## config.mk

```make
export PLATFORM = sky130hd
export DESIGN_NAME = rob_commit
export DESIGN_NICKNAME = d
export VERILOG_FILES = /design/src/rtl/rob_commit.sv
export SDC_FILE = /design/constraint.sdc
export NUM_CORES = 1
export LEC_CHECK = 0
export CAP_MARGIN = 20
export CORE_MARGIN = 1.5
export CORE_UTILIZATION = 35
export DETAILED_ROUTE_END_ITERATION = 16
export GPL_TIMING_DRIVEN = 1
export HOLD_SLACK_MARGIN = 0.08
export SLEW_MARGIN = 40
export SYNTH_ARGS = -nofsm -noshare
export SYNTH_HDL_FRONTEND = slang
export SYNTH_SLANG_ARGS = --single-unit
```

## constraint.sdc

```tcl
create_clock -name clk -period 7.5 [get_ports clk]
set_clock_uncertainty 0.1 [all_clocks]
set_input_delay 1.5 -clock clk [delete_from_list [all_inputs] [get_ports clk]]
set_output_delay 1.5 -clock clk [all_outputs]
set_load 0.02 [all_outputs]
```

## src/rtl/rob_commit.sv

```systemverilog
// -----------------------------------------------------------------------------
// rob_commit
//   In-order reorder buffer with a single-retire commit stage. Dispatch
//   allocates entries at the tail in program order, execution units mark
//   entries done out of order, and commit retires the head once it is done.
//   Commit drives the physical register file write port and hands the old
//   physical mapping back to the rename free list, both one cycle later.
//
// Ports
//   clk, rst_n        clock, synchronous active-low reset
//   alloc_*           dispatch request / ready / payload; alloc_tag = tail index
//   cmpl_*            completion from execution (tag + result)
//   flush             discard every in-flight entry, pointers back to 0
//   reg_wr_*          registered physical register write port
//   free_valid/phy    registered release of the previous mapping
//   count/empty/full  occupancy
// -----------------------------------------------------------------------------
module rob_commit #(
  parameter int DEPTH      = 16,
  parameter int TAG_W      = 4,
  parameter int PHY_ADDR_W = 6,
  parameter int DATA_WIDTH = 32
) (
  input  logic                  clk,
  input  logic                  rst_n,
  input  logic                  alloc_valid,
  output logic                  alloc_ready,
  input  logic                  alloc_has_dest,
  input  logic [PHY_ADDR_W-1:0] alloc_phy_dest,
  input  logic [PHY_ADDR_W-1:0] alloc_old_phy,
  output logic [TAG_W-1:0]      alloc_tag,
  input  logic                  cmpl_valid,
  input  logic [TAG_W-1:0]      cmpl_tag,
  input  logic [DATA_WIDTH-1:0] cmpl_data,
  input  logic                  flush,
  output logic                  reg_wr_en,
  output logic [PHY_ADDR_W-1:0] reg_wr_addr,
  output logic [DATA_WIDTH-1:0] reg_wr_data,
  output logic                  free_valid,
  output logic [PHY_ADDR_W-1:0] free_phy,
  output logic [TAG_W:0]        count,
  output logic                  empty,
  output logic                  full
);

  typedef struct packed {
    logic                  has_dest;
    logic [PHY_ADDR_W-1:0] phy_dest;
    logic [PHY_ADDR_W-1:0] old_phy;
    logic [DATA_WIDTH-1:0] data;
  } entry_t;

  // Pointers carry an extra wrap bit so full and empty are distinguishable.
  logic [TAG_W:0]     head;
  logic [TAG_W:0]     tail;
  logic [DEPTH-1:0]   valid_q;
  logic [DEPTH-1:0]   done_q;
  entry_t             entries [DEPTH];

  logic [TAG_W-1:0]   head_idx;
  logic [TAG_W-1:0]   tail_idx;
  logic               do_alloc;
  logic               do_commit;
  logic               cmpl_hit;
  entry_t             head_entry;

  assign head_idx   = head[TAG_W-1:0];
  assign tail_idx   = tail[TAG_W-1:0];
  assign head_entry = entries[head_idx];

  assign empty       = (head == tail);
  assign full        = (head_idx == tail_idx) && (head[TAG_W] != tail[TAG_W]);
  assign count       = tail - head;
  assign alloc_ready = !full;
  assign alloc_tag   = tail_idx;

  assign do_alloc  = alloc_valid && alloc_ready;
  // Commit looks only at registered done, so a completion in this cycle
  // can retire no earlier than the next one.
  assign do_commit = valid_q[head_idx] && done_q[head_idx];
  assign cmpl_hit  = cmpl_valid && valid_q[cmpl_tag];

  // Control state and output stage.
  // NOTE: sequential state uses non-blocking assignments so every register
  // samples pre-edge values regardless of statement order in the block.
  always_ff @(posedge clk) begin
    if (!rst_n) begin
      head        <= '0;
      tail        <= '0;
      valid_q     <= '0;
      done_q      <= '0;
      reg_wr_en   <= 1'b0;
      reg_wr_addr <= '0;
      reg_wr_data <= '0;
      free_valid  <= 1'b0;
      free_phy    <= '0;
    end else if (flush) begin
      // Address/data/free_phy hold; only the strobes are squashed.
      head       <= '0;
      tail       <= '0;
      valid_q    <= '0;
      done_q     <= '0;
      reg_wr_en  <= 1'b0;
      free_valid <= 1'b0;
    end else begin
      reg_wr_en  <= do_commit && head_entry.has_dest && (head_entry.phy_dest != '0);
      free_valid <= do_commit && head_entry.has_dest;

      // Tail never aliases a valid entry, and head only aliases tail when
      // empty (no commit) or full (no alloc), so these updates never collide.
      if (cmpl_hit) begin
        done_q[cmpl_tag] <= 1'b1;
      end

      if (do_commit) begin
        reg_wr_addr       <= head_entry.phy_dest;
        reg_wr_data       <= head_entry.data;
        free_phy          <= head_entry.old_phy;
        valid_q[head_idx] <= 1'b0;
        done_q[head_idx]  <= 1'b0;
        head              <= head + (TAG_W+1)'(1);
      end

      if (do_alloc) begin
        valid_q[tail_idx] <= 1'b1;
        done_q[tail_idx]  <= 1'b0;
        tail              <= tail + (TAG_W+1)'(1);
      end
    end
  end

  // Entry payload.
  // NOTE: the payload array is deliberately not reset; nothing reads an entry
  // unless its valid/done bits (which are reset) say it was written.
  always_ff @(posedge clk) begin
    if (do_alloc) begin
      entries[tail_idx].has_dest <= alloc_has_dest;
      entries[tail_idx].phy_dest <= alloc_phy_dest;
      entries[tail_idx].old_phy  <= alloc_old_phy;
    end
    if (cmpl_hit) begin
      entries[cmpl_tag].data <= cmpl_data;
    end
  end

endmodule

```

---- Yosys cells after proc, flatten, opt, wreduce, memory -nomap -nowiden ----
Memories as Yosys holds them, arrays and structs flattened. A register that Yosys moved wholly into a read port is not among the register bits.
Index checks and enable logic that the tools add are counted.
cells by class
  add/subtract/negate cells ............... 3
  magnitude comparators ................... 6
  bitwise gates (word level) .............. 9
  eq/ne operators ......................... 3
  reductions and logical operators ........ 13
  muxes and demuxes ....................... 29
operator list
  operator               number
  $mux W16               11
  $and A16 B16 Y16       3
  $not A16 Y16           2
  $or A16 B16 Y16        2
  $lt A4 B5 Y1 const B   3
  $bmux W1 S4            3
  $demux W1 S4           3
  $ge A4 B1 Y1 const B   3
  $add A5 B1 Y5 const B  2
  $mux W1                10
  $logic_and A1 B1 Y1    9
  $mux W4                2
  $reduce_bool A6 Y1     1
  $eq A5 B5 Y1           1
  $sub A5 B5 Y5          1
  $eq A4 B4 Y1           1
  $not A1 Y1             2
  $reduce_and A2 Y1      1
  $reduce_or A2 Y1       1
  $logic_not A1 Y1       1
  $ne A1 B1 Y1           1
word-level totals
  input port bits ......................... 54
  memories ................................ 1
  bits in registers ....................... 88
  output and inout port bits .............. 58
  memory bits (writable) .................. 720
memories
  memory   depth  bits a word  read ports  clocked after Yosys merged registers in  write ports  line  RTL
  entries  16     45           1           1                                        2            58    entry_t entries [DEPTH];

---- Longest topological paths before layout ----
  word-level depth ........................ 14
  mapped depth ............................ 10

---- Worst setup path before layout ----
No wires, ideal clock.
  path type ............................... input-to-reg
  start ................................... in cmpl_tag[0]
  end ..................................... reg done_q[11]
  path buffers ............................ 1
  slack ................................... 3.198 ns
  setup time .............................. 0.079 ns
  data arrival time ....................... 4.123 ns
  data required time ...................... 7.321 ns
  cell stages on the path ................. 6
  cells stage by stage .................... clkbuf_1 -> mux4_2 -> nand3b_1 -> nor2_1 -> o221ai_1 -> a31oi_1
between the ends
  longest elaborated chain between the ends .. 14
ends and longest elaborated chain
  what                                                                       line  RTL
  start, declared                                                            33    input logic [TAG_W-1:0] cmpl_tag,
  $lt A4 B5 Y1 (implied by the code) / $ge A4 B1 Y1 (equally long branches)  112   done_q[cmpl_tag] <= 1'b1;
  $logic_and A1 B1 Y1 (implied by the code)                                  112
  $mux W1 (implied by the code)                                              112
  $demux W1 S4                                                               112
  $or A16 B16 Y16 (no line)                                                  n/a
  $mux W16 (*)                                                               111   if (cmpl_hit) begin
  $mux W16 (*)                                                               97    end else if (flush) begin
  $mux W16 (*)                                                               87    if (!rst_n) begin
  $and A16 B16 Y16 (no line)                                                 n/a
  $mux W16 (*)                                                               115   if (do_commit) begin
  $mux W16 (*)                                                               97
  $mux W16 (*)                                                               87
  $and A16 B16 Y16 (no line)                                                 n/a
  $mux W16 (*)                                                               124   if (do_alloc) begin
  end signal, assigned                                                       91    done_q <= '0;
  end signal, assigned                                                       102   done_q <= '0;
  end signal, assigned by index                                              126   done_q[tail_idx] <= 1'b0;
  end, declared                                                              57    logic [DEPTH-1:0] done_q;
Every way passes the cells marked *; elsewhere a longest branch is shown, timed or not. The select of a mux whose other input is x is not followed.
A chain may end at the register's enable or synchronous reset.

---- Worst setup path in the final report ----
  start ................................... reg head[0]
  end ..................................... out count[4]
between the ends
  longest elaborated chain between the ends .. 1
ends and longest elaborated chain
  what                    line  RTL
  start, declared         54    logic [TAG_W:0] head;
  start signal, assigned  121   head <= head + (TAG_W+1)'(1);
  $sub A5 B5 Y5           73    assign count = tail - head;
  end, declared           41    output logic [TAG_W:0] count,
Every way passes these cells.

==> impl_metrics.tcl <==
set metrics [dict create \
    gp_congestion 0.818 \
    postSynthCellCount 1537 \
    layoutNonFillerInstCount 2906 \
    placed_area_sq_um 34000 \
    critPathLaunchType "register" \
    dp.cells 2752 \
    path_cells "ha_1 > fa_1 > inv_1 > a21o_1 > a21oi_1 > xnor2_1 > clkdlybuf4s50_1" \
    fin_nets 1739 \
    min_period_ns 4.79 \
    status "completed" \
    syn_area_per_cell_sq_um 20.5 \
    p_leak_nw 11.1 \
    grt_setup_unrepaired "no" \
    drt_iter0_markers 1320 \
    grt_max_degree 86 \
    ir_worst_vdd_uv 170 \
    worstSkewPairLatency_ns 0.64 \
    grt_pass1_vias 16000 \
    multi_input_area_sq_um 7570 \
    p_int_mw 7.34 \
    fillers 7697 \
    hold_buffers 0 \
    overflow 0 \
    finalSetupViolations 0 \
    h-tree-depth 3 \
    postCtsSetupRepairBufs 0 \
    fp.dieH_um 303 \
    fin_area_sq_um 36700 \
    cts_inserted_buffers 83 \
    wl_per_cell_um 24.3 \
    seq_power_share_pct 54.0 \
    start_util_pct 35.4 \
    synth.distinct_cells 40 \
    synth-main-ff-cell "edfxtp_1" \
    final_common_cell "edfxtp_1" \
    grt_pass1_wl_mm 105 \
    path_clk_slew_ns 0.06 \
    critPathMaxFanout 14 \
    cpMaxStageDelayCell "dfxtp_1" \
    slowest_delay_ns 0.81 \
    seq_area_frac_synth_pct 74.6 \
    hold_viol 0 \
    max_slew_margin_pct 42.8 \
    synth_area_sq_um 31500 \
    ctsResizeCount 0 \
    power_frac_comb_pct 1.6 \
    antenna_found_initial 5 \
    required_ns 5.90 \
    layout_common_cells "edfxtp_1 (720), mux4_2 (229), nand2_1 (117)" \
    pre_cts_ws_ns 3.06 \
    setup-tns-final_ns 0 \
    cts_max_path_buffers 3 \
    core_sq_um 88800 \
    worst_slew_pin_slew_ns 0.858 \
    cts_tree "done" \
    fmax_mhz 209 \
    place.port_buffers 111 \
    seqCellArea_sq_um 23500 \
    die_area_sq_um 91700 \
    drcViolationCount 0 \
    holdCritPathClass "register to register" \
    area_delta_synth_final_pct 16.8 \
    cts.sinks 812 \
    vias_per_cell 5.25 \
    fp.dieW_um 303 \
    boundaryPins 112 \
    power_mw 9.12 \
    fp-row-count 109 \
    p_sw_mw 1.79 \
    finalMaxSlewViolations 0 \
    setup_slack_ns 2.71 \
    setup.worst_path.class "register to primary output" \
    drive_gt1_share_pct 23.7 \
    synth_edf_count 720 \
    ant_nets 0 \
    vias 15200 \
    wl_mm 70.5 \
    end_kind "primary output" \
    min_period_over_period_pct 63.9 \
    grt.total_usage_pct 15.6 \
    power.share.switching_pct 19.6 \
    drv_cap 0 \
    drtPass1Iterations 5 \
    cp_top_family "flip-flops" \
    synth_nets 1604 \
    diodes 0 \
    yosysWarnings 0 \
    arrival_ns 3.19 \
    critPathBufInv 2 \
    p_clk_share_pct 44.4 \
    ys_ff_latch 812 \
    clockRootBuffer "clkbuf_16" \
    synth-async-reset-ratio_pct 0 \
    cellPowerDensity_nw_per_um2 248 \
    dpl.hpwl_mm 41.7 \
]
## metal layers
| layer | global-route usage, % | routed length [um] |
|---|---|---|
| met3 | 3.31 | 4110 |
| met4 | 4.50 | 1830 |
| met5 | 0 | 47 |
| met1 | 20.7 | 29500 |
| met2 | 26.0 | 35000 |
## power by group through the flow
stage               Clock (mW)  Combinational, mW  Sequential (mW)
floorplan                    0             0.0405             5.02
global placement             0              0.137             5.02
detailed placement           0              0.144             5.02
CTS                       4.15              0.144             4.93
global route              4.31              0.156             4.92
finish                    4.05              0.143             4.93
## state kept, by name, indices dropped and copies added, names as in the netlist, named ones only
register	flops
head	5
tail	5
reg_wr_data	32
valid_q	16
free_valid	1
done_q	16
reg_wr_en	1
entries	720
free_phy	6
reg_wr_addr	6
## worst paths after layout
kind / from / endpoint / slack, ns / cells after the start
max: head[0]$_SDFFE_PP0N_ / count[4] / 2.71 / 7
max reg2reg: head[1]$_SDFFE_PP0N_ / entries[8][43]$_DFFE_PP_ / 3.96 / 6
min: reg_wr_data[10]$_SDFFE_PN0P_ / reg_wr_data[10]$_SDFFE_PN0P_ / 0.36 / 2
min reg2reg: reg_wr_data[10]$_SDFFE_PN0P_ / reg_wr_data[10]$_SDFFE_PN0P_ / 0.36 / 2
## stage by stage
| step | hold slack [ns] | utilization, % |
|---|---|---|
| after detailed placement | 0.345 | 38.3 |
| after global placement | 0.343 | 38.3 |
| final | 0.357 | 41.4 |
| after global routing | 0.377 | 41.4 |
| after CTS | 0.361 | 41.4 |
| after floorplan | 0.343 | - |
## worst reg2reg max path, stage by stage, from the launching register on
cell and delay, ns:
dfxtp_1 0.74, inv_1 0.20, ha_1 0.35, nand4_1 0.25
o21a_1 0.45, nand3_1 0.26, clkinv_1 0.68
## final cells by class
cell class                      count  area share, %
Multi-Input combinational cell    604           20.6
Sequential cell                   812           63.9
Clock inverter                     40           1.04
Clock buffer                      114           6.28
Tap cell                         1165           3.97
Inverter                           25          0.255
Timing Repair Buffer              146           3.94
## cell usage after synthesis (all sizes together), types with 4 or more instances
| master | instances | area share (%) |
|---|---|---|
| edfxtp | 720 | 69 |
| mux4 | 230 | 16 |
| nand2 | 117 | 1.4 |
| dfxtp | 92 | 5.9 |
| buf | 55 | 1.0 |
| mux2i | 50 | 1.6 |
| nor2 | 44 | 0.53 |
| clkbuf | 41 | 0.49 |
| inv | 25 | 0.30 |
| a31oi | 22 | 0.44 |
| a21oi | 19 | 0.30 |
| nand3 | 14 | 0.22 |
| ha | 12 | 0.48 |
| o211ai | 12 | 0.29 |
| o31ai | 12 | 0.29 |
| o22ai | 10 | 0.20 |
| o21ai | 9 | 0.14 |
| nand4 | 8 | 0.16 |
| nand2b | 7 | 0.14 |
| xnor2 | 6 | 0.17 |
| nor2b | 5 | 0.099 |
| o221ai | 5 | 0.14 |
| nand3b | 4 | 0.095 |
## cell families after synthesis
kind of cell | Yosys count | share of synthesized area, %
DFF | 812 | 74.6
xor gates and xnor gates | 8 | 0.223
buffers and inverters | 121 | 1.79
muxes | 280 | 18.1
adders and majority gates | 13 | 0.541
and+or+nand+nor | 209 | 2.88
AOI/OAI and AO/OA | 94 | 1.93
Note: power is estimated with default switching activity, not from simulation.
